<file path="src/rtl/fp_div_if.sv">
// rtl/fp_div_if.sv - start/busy/done handshake and operand/result bundle for fp_div
interface fp_div_if;
    logic        start;
    logic [31:0] operando_a;
    logic [31:0] operando_b;
    logic        busy;
    logic        done;
    logic [31:0] resultado;
    logic        div_by_zero;
    logic        invalid;

    modport master (
        output start, operando_a, operando_b,
        input  busy, done, resultado, div_by_zero, invalid
    );

    modport slave (
        input  start, operando_a, operando_b,
        output busy, done, resultado, div_by_zero, invalid
    );
endinterface

</file>
<file path="src/rtl/fp_div.sv">
// rtl/fp_div.sv - sequential IEEE-754 single divider, restoring shift-subtract, RNE, FTZ; optional FP_DIV_EARLY_TERM_EN
module fp_div #(
    parameter int Q_BITS = 27
) (
    input  logic     clock,
    input  logic     reset,
    fp_div_if.slave  bus
);
    localparam int CW = $clog2(Q_BITS + 1);

    typedef enum logic [2:0] {IDLE, SPECIAL, DIVIDE, NORM, ROUND, DONE} state_t;

    state_t              state;
    logic [31:0]         a_q;
    logic [31:0]         b_q;
    logic signed [9:0]   exp_q;
    logic [25:0]         rem_q;
    logic [24:0]         div_q;
    logic [Q_BITS-1:0]   quo_q;
    logic [CW-1:0]       cnt_q;
    logic [23:0]         sig_q;
    logic                guard_q;
    logic                sticky_q;
    logic                busy_q;
    logic                done_q;
    logic [31:0]         res_q;
    logic                dbz_q;
    logic                inv_q;

    assign bus.busy        = busy_q;
    assign bus.done        = done_q;
    assign bus.resultado   = res_q;
    assign bus.div_by_zero = dbz_q;
    assign bus.invalid     = inv_q;

    logic        sign;
    logic        a_zero, b_zero, a_inf, b_inf, a_nan, b_nan;
    logic        sp_hit, sp_inv, sp_dbz;
    logic [31:0] sp_res;

    // Operand classification; exponent 0 counts as zero so denormals flush
    always_comb begin
        sign   = a_q[31] ^ b_q[31];
        a_zero = (a_q[30:23] == 8'd0);
        b_zero = (b_q[30:23] == 8'd0);
        a_inf  = (a_q[30:23] == 8'hFF) && (a_q[22:0] == 23'd0);
        b_inf  = (b_q[30:23] == 8'hFF) && (b_q[22:0] == 23'd0);
        a_nan  = (a_q[30:23] == 8'hFF) && (a_q[22:0] != 23'd0);
        b_nan  = (b_q[30:23] == 8'hFF) && (b_q[22:0] != 23'd0);
        sp_hit = 1'b1;
        sp_inv = 1'b0;
        sp_dbz = 1'b0;
        sp_res = 32'd0;
        if (a_nan || b_nan || (a_zero && b_zero) || (a_inf && b_inf)) begin
            sp_res = 32'h7FC00000;
            sp_inv = 1'b1;
        end else if (a_inf) begin
            sp_res = {sign, 8'hFF, 23'd0};
        end else if (b_inf || a_zero) begin
            sp_res = {sign, 31'd0};
        end else if (b_zero) begin
            sp_res = {sign, 8'hFF, 23'd0};
            sp_dbz = 1'b1;
        end else begin
            sp_hit = 1'b0;
        end
    end

    logic              rem_ge;
    logic [25:0]       rem_sub;
    logic [25:0]       rem_next;
    logic [Q_BITS-1:0] quo_next;

    // One restoring step: compare, conditionally subtract, shift remainder left
    always_comb begin
        rem_ge   = (rem_q >= {1'b0, div_q});
        rem_sub  = rem_ge ? (rem_q - {1'b0, div_q}) : rem_q;
        rem_next = {rem_sub[24:0], 1'b0};
        quo_next = {quo_q[Q_BITS-2:0], rem_ge};
    end

    logic [Q_BITS-1:0] quo_norm;
    logic signed [9:0] exp_norm;

    // Bring the integer bit to 1 when the quotient came out below 1.0
    always_comb begin
        quo_norm = quo_q;
        exp_norm = exp_q;
        if (!quo_q[Q_BITS-1]) begin
            quo_norm = {quo_q[Q_BITS-2:0], 1'b0};
            exp_norm = exp_q - 10'sd1;
        end
    end

    logic              round_up;
    logic [24:0]       sig_sum;
    logic [23:0]       sig_rnd;
    logic signed [9:0] exp_rnd;
    logic [31:0]       norm_res;

    // Round to nearest even, then clamp the exponent to inf or flushed zero
    always_comb begin
        round_up = guard_q & (sticky_q | sig_q[0]);
        sig_sum  = {1'b0, sig_q} + {24'd0, round_up};
        sig_rnd  = sig_sum[23:0];
        exp_rnd  = exp_q;
        if (sig_sum[24]) begin
            sig_rnd = 24'h800000;
            exp_rnd = exp_q + 10'sd1;
        end
        if (exp_rnd >= 10'sd255) begin
            norm_res = {sign, 8'hFF, 23'd0};
        end else if (exp_rnd <= 10'sd0) begin
            norm_res = {sign, 31'd0};
        end else begin
            norm_res = {sign, exp_rnd[7:0], sig_rnd[22:0]};
        end
    end

    // Control FSM with registered handshake outputs and datapath updates
    always_ff @(posedge clock or posedge reset) begin
        if (reset) begin
            state    <= IDLE;
            a_q      <= 32'd0;
            b_q      <= 32'd0;
            exp_q    <= 10'sd0;
            rem_q    <= 26'd0;
            div_q    <= 25'd0;
            quo_q    <= '0;
            cnt_q    <= '0;
            sig_q    <= 24'd0;
            guard_q  <= 1'b0;
            sticky_q <= 1'b0;
            busy_q   <= 1'b0;
            done_q   <= 1'b0;
            res_q    <= 32'd0;
            dbz_q    <= 1'b0;
            inv_q    <= 1'b0;
        end else begin
            case (state)
                IDLE: begin
                    if (bus.start) begin
                        a_q    <= bus.operando_a;
                        b_q    <= bus.operando_b;
                        busy_q <= 1'b1;
                        dbz_q  <= 1'b0;
                        inv_q  <= 1'b0;
                        state  <= SPECIAL;
                    end
                end
                SPECIAL: begin
                    if (sp_hit) begin
                        res_q  <= sp_res;
                        inv_q  <= sp_inv;
                        dbz_q  <= sp_dbz;
                        busy_q <= 1'b0;
                        done_q <= 1'b1;
                        state  <= DONE;
                    end else begin
                        exp_q <= $signed({2'b00, a_q[30:23]}) - $signed({2'b00, b_q[30:23]}) + 10'sd127;
                        rem_q <= {2'b01, a_q[22:0]};
                        div_q <= {2'b01, b_q[22:0]};
                        quo_q <= '0;
                        cnt_q <= CW'(Q_BITS);
                        state <= DIVIDE;
                    end
                end
                DIVIDE: begin
                    rem_q <= rem_next;
                    quo_q <= quo_next;
                    cnt_q <= cnt_q - 1'b1;
                    if (cnt_q == CW'(1)) begin
                        state <= NORM;
                    end
`ifdef FP_DIV_EARLY_TERM_EN
                    else if (rem_next == 26'd0) begin
                        // Exact quotient: remaining bits are all zero, so pad and skip ahead
                        quo_q <= quo_next << (cnt_q - 1'b1);
                        cnt_q <= '0;
                        state <= NORM;
                    end
`endif
                end
                NORM: begin
                    exp_q    <= exp_norm;
                    sig_q    <= quo_norm[Q_BITS-1 -: 24];
                    guard_q  <= quo_norm[Q_BITS-25];
                    sticky_q <= (|quo_norm[Q_BITS-26:0]) | (rem_q != 26'd0);
                    state    <= ROUND;
                end
                ROUND: begin
                    res_q  <= norm_res;
                    busy_q <= 1'b0;
                    done_q <= 1'b1;
                    state  <= DONE;
                end
                DONE: begin
                    done_q <= 1'b0;
                    state  <= IDLE;
                end
                default: begin
                    busy_q <= 1'b0;
                    done_q <= 1'b0;
                    state  <= IDLE;
                end
            endcase
        end
    end
endmodule

</file>
<file path="src/flat_wrapper.sv">
// flat-port wrapper written by rule: the top's interface ports become plain ports
module fp_div_flat 
#(
    parameter int Q_BITS = 27
)
  (clock, reset, bus_start, bus_operando_a, bus_operando_b, bus_busy, bus_done, bus_resultado, bus_div_by_zero, bus_invalid);
  fp_div_if bus_i ();
  input  logic clock;
  input  logic reset;
  input wire logic [$bits(bus_i.start)-1:0] bus_start;
  input wire logic [$bits(bus_i.operando_a)-1:0] bus_operando_a;
  input wire logic [$bits(bus_i.operando_b)-1:0] bus_operando_b;
  output wire logic [$bits(bus_i.busy)-1:0] bus_busy;
  output wire logic [$bits(bus_i.done)-1:0] bus_done;
  output wire logic [$bits(bus_i.resultado)-1:0] bus_resultado;
  output wire logic [$bits(bus_i.div_by_zero)-1:0] bus_div_by_zero;
  output wire logic [$bits(bus_i.invalid)-1:0] bus_invalid;
  assign bus_i.start = bus_start;
  assign bus_i.operando_a = bus_operando_a;
  assign bus_i.operando_b = bus_operando_b;
  assign bus_busy = bus_i.busy;
  assign bus_done = bus_i.done;
  assign bus_resultado = bus_i.resultado;
  assign bus_div_by_zero = bus_i.div_by_zero;
  assign bus_invalid = bus_i.invalid;
  fp_div #(.Q_BITS(Q_BITS)) u_core (.clock(clock), .reset(reset), .bus(bus_i));
endmodule
</file>
<file path="config.mk">
export PLATFORM = sky130hd
export DESIGN_NAME = fp_div_flat
export DESIGN_NICKNAME = d
export VERILOG_FILES = /design/src/rtl/fp_div_if.sv /design/src/rtl/fp_div.sv /design/src/flat_wrapper.sv
export SDC_FILE = /design/constraint.sdc
export NUM_CORES = 1
export LEC_CHECK = 0
export ABC_AREA = 1
export CORE_ASPECT_RATIO = 1.1
export CORE_MARGIN = 1.5
export CORE_UTILIZATION = 55
export DETAILED_ROUTE_END_ITERATION = 8
export PLACE_DENSITY = 0.74
export RECOVER_POWER = 25
export SYNTH_ARGS = -nofsm -noshare
export SYNTH_HDL_FRONTEND = slang
export SYNTH_SLANG_ARGS = --single-unit
</file>
<file path="constraint.sdc">
create_clock -name clock -period 20.1 [get_ports clock]
set_clock_uncertainty 0.1 [all_clocks]
set_input_delay 4.02 -clock clock [delete_from_list [all_inputs] [get_ports clock]]
set_output_delay 4.02 -clock clock [all_outputs]
set_load 0.02 [all_outputs]
</file>
---- After elaboration in Yosys (flattened, before gate mapping) ----
Index checks and enable logic that the tools add are counted.
word-level totals
  bits in registers ....................... 221
  bits in latches ......................... 0
  bits in writable memories ............... 0
  memory bits (read-only) ................. 0
  input port bits ......................... 67
  output and inout port bits .............. 36
  logic and storage cells ................. 123
  memories kept ........................... 0
cells by class
  $add $sub $neg .......................... 7
  multipliers ............................. 0
  divide/modulo/power cells ............... 0
  $lt $le $gt $ge ......................... 3
  eq/ne operators ......................... 13
  shifts and indexed selects .............. 0
  mux-type cells .......................... 43
  bitwise operators ....................... 7
  reductions and logical operators ........ 34
operators by type and width
  kind                                                              number
  32-bit 2-to-1 mux                                                 5
  32-bit case mux with 2 select lines                               1
  31-bit 2-to-1 mux                                                 2
  27-bit 2-to-1 mux                                                 2
  27-bit case mux with 2 select lines                               1
  26-bit case mux with 2 select lines                               1
  23-bit zero test                                                  2
  23-bit nonzero test                                               2
  10-bit 2-to-1 mux                                                 3
  26-bit by 24-bit >= comparator with 1-bit output                  1
  26-bit 2-to-1 mux                                                 1
  26-bit nonzero test                                               1
  24-bit by 1-bit adder with 25-bit output                          1
  25-bit 2-to-1 mux                                                 1
  25-bit by 24-bit subtractor with 25-bit output                    1
  23-bit 2-to-1 mux                                                 1
  10-bit case mux with 2 select lines                               1
  8-bit equality test (second input constant)                       2
  8-bit zero test                                                   2
  3-bit case mux with 5 select lines                                1
  1-bit 2-to-1 mux                                                  14
  2-bit AND reduction                                               6
  10-bit by 2-bit adder with 10-bit output (second input constant)  1
  10-bit by 8-bit adder with 10-bit output (second input constant)  1
  27 further kinds                                                  53

---- Depth between registers and ports, before layout ----
Gate-level depths: netlist of run 1.
  depth after elaboration ................. 8
  depth in mapped cells ................... 22
  gate-level depth less buffers ........... 20

---- Worst setup path after synthesis of run 1 ----
Ideal clock, no wire load.
  kind .................................... input-to-reg
  start point ............................. input bus_start
  end point ............................... register u_core.a_q[10]
  library setup time ...................... 0.125 ns
  arrival ................................. 5.120 ns
  required time ........................... 19.875 ns
  path slack .............................. 14.756 ns
  stages .................................. 4
  buffers on the path ..................... 2
  path through ............................ nand2_1 > clkbuf_1 > clkbuf_1 > mux2_2
on the way
  cells in the longest elaborated chain, start to end .. 1
RTL lines
  item                           RTL line            RTL
  from (decl)                    flat_wrapper.sv:10  input wire logic [$bits(bus_i.start)-1:0] bus_start;
  2-bit AND reduction (no line)  -
  to (signal assigned)           fp_div.sv:143       a_q <= bus.operando_a;
  to (decl)                      fp_div.sv:14        logic [31:0] a_q;
No other way between the ends.
A chain may end at the register's enable or synchronous reset.

==> impl_metrics.csv, run 1 <==
group,metric,value,unit
run_status,status,"finished, violations left",
run_status,violations,"capacitance limit, slew limit",
timing,fmax,0.176,GHz
floorplan,fp.dieH,162,microns
cts,cts_setup_buffers,0,
global_route,track_usage,24.9,%
route,wl_per_cell,14.8,microns
route,postRouteAntennaNets,0,
floorplan,core_area,0.0223,sq mm
place,port_buffers,102,
power_and_ir_drop,pwr_density_cell,168,mW/mm^2
layout,seqCellArea,0.00553,sq mm
logic_synthesis,ys.flop_type,"dfrtp_1",
worst_setup_path,r2r_slack,15370,ps
layout,drive_gt1_share,8.16,%
route,drc,0,
timing,finalHoldViolCount,0,
layout,fillCellCount,1909,
cts,cts_made_buffers,25,
logic_synthesis,ys_types,51,
worst_setup_path,crit_type,"in2async",
logic_synthesis,syn_area,0.0126,sq mm
layout,nNetsFinal,1769,
floorplan,dieArea,0.0239,sq mm
timing,tns,0,ps
logic_synthesis,yosysSeqAreaShare,43.8,%
cts,cts_buffer_depth,3,
cts,cts_tree,"yes",
floorplan,io_pins,103,
route,initialDrtViolationCount,478,
timing,setup_viol,0,
worst_setup_path,worstPathRequired,20550,ps
route,drt_pass1_iterations,5,
cts,path_clk_slew,70,ps
worst_setup_path,endpoint_kind,"async pin",
worst_setup_path,worstPathArrival,6120,ps
timing,maxSlewHeadroom,-83.2,%
global_route,grt_antenna_before_repair,1,
route,drt_wl_total,29.2,mm
timing,slew_violations,169,
cts,cts_hold_buf,0,
cts,htreeDepth,1,
flow_run,cap_violations,3,
layout,multiInputGateArea,0.00620,sq mm
logic_synthesis,synth_edf_count,0,
route,vias_per_cell,5.41,
place,gp_congestion,0.898,
timing,worst-slew-pin-transition,2750,ps
floorplan,num_rows,57,
cts,clock_latency,520,ps
timing,holdWs,367,ps
place,dp_hpwl,20.9,mm
worst_setup_path,start_kind,"input port",
logic_synthesis,netlist_instances,1580,
cts,cts_num_sinks,221,
timing,rsz0062_at_grt,"false",
power_and_ir_drop,ir_drop,0.102,mV
power_and_ir_drop,leakage,6.83,nW
global_route,grt_pass1_wl,48.8,mm
layout,area_delta_synth_final,16.1,%
logic_synthesis,ys_warn_count,0,
timing,finalCriticalPeriod,5670,ps
worst_setup_path,critPathMaxFanout,160,
cts,post_cts_resized,0,
floorplan,initial_core_util,56.6,%
global_route,grt_pass1_vias,10300,
timing,fin_crit_sh,28.2,%
floorplan,die_w,148,microns
logic_synthesis,synth_seq_cells,221,
logic_synthesis,avgSynthCellArea,8.00,sq um
route,vias,10700,
logic_synthesis,syn-num-nets,1688,
cts,cts_root_buffer,"clkbuf_16",
global_route,grt_max_degree,161,
global_route,overflow,0,
logic_synthesis,async_flop_share,100,%
min_path,hold_class,"reg2reg",
## sequential cells by signal (all words and copies together) (netlist names)
| name | count |
|---|---|
| u_core.div_q | 24 |
| u_core.sig_q | 24 |
| u_core.bus.done | 1 |
| u_core.sticky_q | 1 |
| u_core.bus.div_by_zero | 1 |
| u_core.exp_q | 10 |
| u_core.bus.invalid | 1 |
| u_core.guard_q | 1 |
| u_core.b_q | 32 |
| u_core.state | 3 |
| u_core.rem_q | 26 |
| u_core.a_q | 32 |
| u_core.bus.resultado | 32 |
| u_core.bus.busy | 1 |
| u_core.quo_q | 27 |
| u_core.cnt_q | 5 |
## placed cells by master, fill, tap and decap left out, types with 3 or more instances in the layout
cell type        Yosys  routed
nand2_1            396     396
dfrtp_1            221     221
inv_1              161     165
nor2_1             149     148
o21ai_0            105     117
clkdlybuf4s50_1      0     102
nand3_1             84      85
a21oi_1             60      61
mux2_2              56      56
ha_1                39      39
nand4_1             28      28
xor2_1              27      27
o22ai_1             26      26
o211ai_1            25      25
clkbuf_16            0      25
nor3_1              20      20
xnor2_1             16      16
nand3b_1            16      16
nand3_2             12      11
nor4_1              11      11
clkbuf_1            33       6
nand2_2              4       5
clkbuf_8             0       5
clkinv_2             0       5
buf_4                2       5
or2_2                4       4
a21o_1               4       4
nor2_4               3       4
o21bai_1             3       3
a22oi_1              3       3
o21ai_2              4       3
o21ai_1             14       3
clkinvlp_4           0       3
bufinv_16            0       3
## synth_stat cells (all sizes together) (3+ instances only)
cell type | count | area share [%]
nand2 | 402 | 12
dfrtp | 221 | 44
inv | 168 | 5.0
nor2 | 155 | 5.0
o21ai | 123 | 5.0
nand3 | 96 | 4.3
a21oi | 61 | 2.4
mux2 | 56 | 5.0
ha | 39 | 3.9
clkbuf | 35 | 1.1
nand4 | 28 | 1.4
xor2 | 27 | 1.9
o22ai | 26 | 1.3
o211ai | 25 | 1.5
buf | 21 | 0.99
nor3 | 20 | 0.79
nand3b | 16 | 0.95
xnor2 | 16 | 1.1
nor4 | 11 | 0.54
a21o | 4 | 0.24
or2 | 4 | 0.20
a22oi | 3 | 0.18
o21bai | 3 | 0.18
## through the flow
| step | worst slack, ps | std cells | util (%) | total power [W] | cell area [sq um] |
|---|---|---|---|---|---|
| 6_report | 14430 | 1975 | 65.7 | 0.00247 | 14700 |
| 5_1_grt | 14080 | 1975 | 65.7 | 0.00268 | 14700 |
| 4_1_cts | 14320 | 1974 | 65.9 | 0.00248 | 14700 |
| 3_5_place_dp | 13780 | 1929 | 62.0 | 0.00199 | 13800 |
| 3_3_place_gp | 13800 | 1929 | 62.0 | 0.00196 | 13800 |
| 2_1_floorplan | 9930 | 1580 | - | 0.00170 | 12600 |
## report_power, final
part	internal (W)	switching (W)
Combinational	0.000484	0.000777
Sequential	0.000605	0.000132
Clock	0.000286	0.000183
Total	0.00137	0.00109
## layer usage
layer  track usage, %  share of wire [%]  wire [microns]  vias up
met5                0                  0               0        -
met4             11.7                4.5            1310        0
met3             2.78                3.3             977       65
met2             44.2                 51           14700      240
met1             30.2                 42           12100     4991
li1                 -                  -               -     5384
## area by class of cell
cell class / count / area share (%)
Antenna cell: 1 / 0.0171
Clock buffer: 33 / 4.81
Clock inverter: 12 / 1.02
Inverter: 170 / 4.40
Multi-Input combinational cell: 1133 / 42.2
Sequential cell: 221 / 37.7
Tap cell: 295 / 2.52
Timing Repair Buffer: 110 / 7.29
## kinds of logic (layout without fill, tap and decap cells)
kind of cell,count (synthesis),count (layout),share of synthesized area [%]
simple gates,739,739,25.6
compound gates,254,254,11.4
buf+inv,226,325,7.10
flops,221,221,43.8
mux,56,56,4.99
xor+xnor,43,43,2.98
fa+ha+maj,41,41,4.18
other cells,0,1,0
## path summary, 6_finish.rpt
check	depth (start not counted)	end	from
setup / recovery	3	u_core.rem_q[19]	reset
hold / removal	2	u_core.div_q[23]	u_core.div_q[23]
setup reg to reg	12	u_core.div_q[4]	u_core.a_q[0]
hold reg to reg	2	u_core.div_q[23]	u_core.div_q[23]
max in group clock	1	bus_div_by_zero	u_core.bus.div_by_zero
min in group asynchronous	2	u_core.bus.resultado[24]	reset
## worst max-delay path, cell delays in order
cell and delay, ps:
clkdlybuf4s50_1 490, inv_8 770, buf_4 760
Note: power is estimated with default switching activity, not from simulation.
==> run 2, diff against run 1 <==
Settings changed: CORE_UTILIZATION 55 to 53, PLACE_DENSITY 0.74 to 0.75.
Clock period 20.1 ns to 4.9 ns, I/O delays scaled along.
==> run 2 against run 1 <==
Net effect:
- the run still ends with capacitance limit, slew limit left
- flip-flop and latch count unchanged
- first-iteration DRC count grew 12%
- non-clock buffer count stayed put
- clock power increased to 4.1 times the previous value
- critical path depth stayed put
- utilization fell by 3.3 points
- largest power group unchanged
- total power increased to 4.1 times the previous value
- sequential power increased to 4.1 times the previous value
==> impl_metrics.csv, run 2 (synthesis results as in run 1) <==
group,metric,value,unit
route,vias_per_cell,5.43,
timing,rsz0062_at_grt,"false",
run_status,status,"finished, violations left",
power_and_ir_drop,leakage,6.84,nW
worst_setup_path,worstPathRequired,5070,ps
cts,path_clk_slew,60,ps
global_route,grt_antenna_before_repair,0,
cts,cts_hold_buf,0,
global_route,grt_pass1_wl,50.6,mm
layout,stdcell_count,1981,
timing,finalCriticalPeriod,3660,ps
layout,area_delta_synth_final,16.3,%
place,gp_congestion,0.918,
worst_setup_path,critical-path-max-stage-delay,1430,ps
route,initialDrtViolationCount,533,
place,port_buffers,102,
floorplan,fp.dieH,165,microns
timing,holdWs,365,ps
power_and_ir_drop,ir_drop,0.417,mV
route,postRouteAntennaNets,0,
layout,nNetsFinal,1768,
timing,finalHoldViolCount,0,
floorplan,num_rows,59,
cts,post_cts_resized,0,
floorplan,die_w,150,microns
route,vias,10800,
power_and_ir_drop,pwr_density_cell,692,mW/mm^2
timing,fmax,0.273,GHz
route,wl_per_cell,15.3,microns
floorplan,core_area,0.0235,sq mm
layout,final_common_cell,"nand2_1",
global_route,overflow,0,
global_route,grt_max_degree,123,
route,drt_wl_total,30.2,mm
flow_run,cap_violations,2,
layout,drive_gt1_share,8.65,%
worst_setup_path,start_kind,"input port",
layout,antenna_cells,0,
place,placed_cells,1939,
min_path,hold_class,"reg2reg",
cts,cts_made_buffers,24,
layout,layout_common_cells,"nand2_1 (395), dfrtp_1 (221), inv_1 (160), nor2_1 (147), o21ai_0 (105)",
floorplan,initial_core_util,53.7,%
run_status,violations,"capacitance limit, slew limit",
floorplan,dieArea,0.0248,sq mm
worst_setup_path,critPathMaxFanout,73,
worst_setup_path,endpoint_kind,"async pin",
cts,cts_buffer_depth,3,
timing,maxSlewHeadroom,-22.2,%
worst_setup_path,crit_chain,"dlygate4sd3_1, clkinvlp_2, clkbuf_2",
timing,tns,0,ps
cts,cts_tree,"yes",
route,drc,0,
cts,cts_setup_buffers,0,
global_route,grt_pass1_vias,10500,
worst_setup_path,crit_type,"in2async",
timing,slew_violations,118,
route,drt_pass1_iterations,5,
global_route,track_usage,25.4,%
floorplan,io_pins,103,
cts,htreeDepth,1,
timing,setup_viol,0,
timing,fin_crit_sh,74.7,%
place,dp_hpwl,21.8,mm
cts,cts_root_buffer,"clkbuf_16",
worst_setup_path,worstPathArrival,3830,ps
worst_setup_path,slowest_stage,"clkbuf_2",
timing,worst-slew-pin-transition,1830,ps
cts,clock_latency,520,ps
cts,cts_num_sinks,221,
run 2: worst max-delay path, delay by kind of cell:
kind / cells / cell delay (ps)
buffers and inverters: 3 / 2750
run 2: path summary, 6_finish.rpt:
check | from | endpoint | slack [ps] | cells past startpoint
max | reset | u_core.quo_q[6] | 1240 | 3
max in group clock | u_core.sig_q[0] | u_core.bus.resultado[18] | 1330 | 18
min in group asynchronous | reset | u_core.rem_q[19] | 1100 | 2
max reg2reg | u_core.sig_q[0] | u_core.bus.resultado[18] | 1330 | 18
min reg2reg | u_core.div_q[23] | u_core.div_q[23] | 360 | 2
min | u_core.div_q[23] | u_core.div_q[23] | 360 | 2
run 2: report_power, final:
| group | internal (W) | switching, W | total [W] | leakage, nW |
|---|---|---|---|---|
| sequential | 0.00248 | 0.000547 | 0.00303 | 2.79 |
| combinational | 0.00198 | 0.00325 | 0.00523 | 3.65 |
| clock | 0.00117 | 0.000737 | 0.00191 | 0.400 |
run 2: area by class of cell:
class                   instances  area, sq um
clock buffers                  31          668
clock inverters                11          163
fillers                      2088         8850
inverters                     170          639
multi-input cells            1133         6220
flip-flops and latches        221         5530
well taps                     305          382
repair buffers                110         1090
run 2: per-layer routing:
layer	track usage [%]	share of wire, %	up-vias
met5	0	0	-
met4	9.14	3.4	0
met3	2.76	3.5	67
met2	46.0	50	237
met1	31.2	43	5074
li1	-	-	5385
run 2: stage by stage:
step / utilization [%] / power, W / worst slack [ps] / cell area (sq um)
6_report: 62.4 / 0.0102 / 1240 / 14700
5_1_grt: 62.4 / 0.0111 / 701 / 14700
4_1_cts: 62.5 / 0.0102 / 1310 / 14700
3_5_place_dp: 59.0 / 0.00823 / 1290 / 13900
3_3_place_gp: 59.0 / 0.00811 / 1440 / 13900
2_1_floorplan: - / 0.00697 / 938 / 12600
==> run 3, diff against run 2 <==
Settings changed: CORE_UTILIZATION 53 to 55, PLACE_DENSITY 0.75 to 0.74.
Clock period 4.9 ns to 3.63 ns, I/O delays scaled along.
==> run 3 against run 2 <==
Net effect:
- the flow still finishes with violations (capacitance limit, slew limit)
- global-route usage up 0.21 points
- via count down 0.54%
- wire length down 2.4%
- non-clock buffer count up 4
- utilization up 3.4 points
- clock power up 29%
- register-to-register slack worse by 1000 ps
==> impl_metrics.csv, run 3 (synthesis results as in run 1) <==
group,metric,value,unit
layout,area_delta_synth_final,16.2,%
route,drt_pass1_iterations,5,
cts,cts_setup_buffers,0,
cts,path_clk_slew,60,ps
layout,stdcell_count,1974,
worst_setup_path,crit_path_end,"u_core.rem_q[16]",
worst_setup_path,critPathMaxFanout,29,
worst_setup_path,worstPathArrival,3600,ps
worst_setup_path,start_kind,"register",
timing,fin_crit_sh,91.0,%
route,drt_wl_total,29.5,mm
global_route,grt_pass1_vias,10600,
worst_setup_path,reg2reg_to,"u_core.rem_q[16]",
cts,cts_buffer_depth,3,
worst_setup_path,ff2ff_path_depth,14,
cts,cts_tree,"yes",
timing,fmax,0.303,GHz
route,initialDrtViolationCount,561,
power_and_ir_drop,ir_drop,0.536,mV
worst_setup_path,endpoint_kind,"register",
floorplan,initial_core_util,56.6,%
global_route,overflow,0,
route,drc,0,
route,vias,10700,
timing,rsz0062_at_grt,"false",
place,dp_hpwl,21.6,mm
timing,slew_violations,273,
worst_setup_path,crit_type,"reg2reg",
floorplan,dieArea,0.0239,sq mm
worst_setup_path,worstPathRequired,3930,ps
layout,layout_common_cells,"nand2_1 (395), dfrtp_1 (221), inv_1 (160), nor2_1 (148), o21ai_0 (105)",
min_path,hold_class,"reg2reg",
run_status,violations,"capacitance limit, slew limit",
layout,antenna_cells,0,
cts,htreeDepth,1,
worst_setup_path,r2r_slack,330,ps
layout,fillCellCount,1954,
floorplan,io_pins,103,
timing,worst-slew-pin-transition,2140,ps
place,placed_cells,1933,
flow_run,cap_violations,3,
place,port_buffers,102,
floorplan,fp.dieH,162,microns
floorplan,num_rows,57,
timing,finalHoldViolCount,0,
cts,cts_num_sinks,221,
global_route,track_usage,25.6,%
route,postRouteAntennaNets,0,
worst_setup_path,r2r_start,"u_core.rem_q[0]",
timing,finalCriticalPeriod,3300,ps
global_route,grt_max_degree,157,
floorplan,core_area,0.0223,sq mm
global_route,grt_antenna_before_repair,0,
layout,nNetsFinal,1773,
layout,final_common_cell,"nand2_1",
place,gp_congestion,0.959,
timing,setup_viol,0,
timing,maxSlewHeadroom,-43.0,%
layout,drive_gt1_share,8.58,%
route,wl_per_cell,15.0,microns
worst_setup_path,startpoint,"u_core.rem_q[0]",
cts,clock_latency,520,ps
floorplan,die_w,148,microns
global_route,grt_pass1_wl,50.4,mm
cts,cts_made_buffers,25,
power_and_ir_drop,pwr_density_cell,929,mW/mm^2
power_and_ir_drop,leakage,6.85,nW
timing,tns,0,ps
run_status,status,"finished, violations left",
cts,post_cts_resized,0,
cts,cts_hold_buf,0,
cts,cts_root_buffer,"clkbuf_16",
route,vias_per_cell,5.42,
## run 3: changes by cell type in the layout (fill, tap and decap cells not counted), sizes merged
cell	previous run	this run
buf	6	9
clkinv	6	3
clkinvlp	4	1
inv	167	168
clkbuf	33	40
bufinv	4	2
## run 3: critical path, cell delays in order (launching register included)
cell and delay [ps]:
dfrtp_1 350, inv_1 70, ha_1 220, fa_1 410, o21ai_1 330, nand2_1 90, nand2_1 180, inv_2 70
o21ai_2 230, nand3_1 240, nand3_2 400, buf_12 220, a21oi_1 90, o21ai_0 110, nand3_1 80
## run 3: through the flow
| step | area (sq um) | total power (W) | hold WS, ps | util (%) | setup slack, ps |
|---|---|---|---|---|---|
| CTS | 14700 | 0.0137 | 360 | 65.9 | 338 |
| global route | 14700 | 0.0149 | 372 | 65.8 | 39.0 |
| detailed placement | 13900 | 0.0112 | 347 | 62.3 | 376 |
| floorplan | 12600 | 0.00941 | 326 | - | -78.1 |
| global placement | 13900 | 0.0110 | 349 | 62.3 | 434 |
| finish | 14700 | 0.0137 | 358 | 65.8 | 327 |
## run 3: how the worst min path moves through the flow
stage / end / slack [ps] / cells after the start / startpoint
after floorplan: u_core.div_q[23] / 330 / 2 / u_core.div_q[23]
final: u_core.div_q[23] / 360 / 2 / u_core.div_q[23]
after detailed placement: u_core.div_q[23] / 350 / 2 / u_core.div_q[23]
after CTS: u_core.div_q[23] / 360 / 2 / u_core.div_q[23]
after global placement: u_core.div_q[23] / 350 / 2 / u_core.div_q[23]
after global routing: u_core.div_q[23] / 370 / 2 / u_core.div_q[23]
## run 3: layout make-up
class	count	area, sq um	area share [%]
clock buffer	37	721	4.91
clock inverter	4	77.6	0.528
inverter	170	642	4.37
multi-input combinational	1133	6220	42.3
sequential	221	5530	37.7
tap	295	369	2.51
timing repair buffer	114	1130	7.69
## run 3: per-layer routing
| layer | vias to the layer above | GRT usage (%) | part of all wire (%) |
|---|---|---|---|
| li1 | 5378 | - | - |
| met1 | 5038 | 31.1 | 42 |
| met2 | 231 | 47.0 | 51 |
| met3 | 58 | 2.72 | 3.2 |
| met4 | 0 | 8.86 | 3.3 |
| met5 | - | 0 | 0 |
## run 3: power breakdown
| part | total [W] | leakage (nW) | switching (W) | internal (W) |
|---|---|---|---|---|
| Clock | 0.00247 | 0.389 | 0.000969 | 0.00150 |
| Combinational | 0.00711 | 3.67 | 0.00439 | 0.00273 |
| Sequential | 0.00407 | 2.79 | 0.000719 | 0.00335 |
| Total | 0.0137 | 6.85 | 0.00607 | 0.00758 |
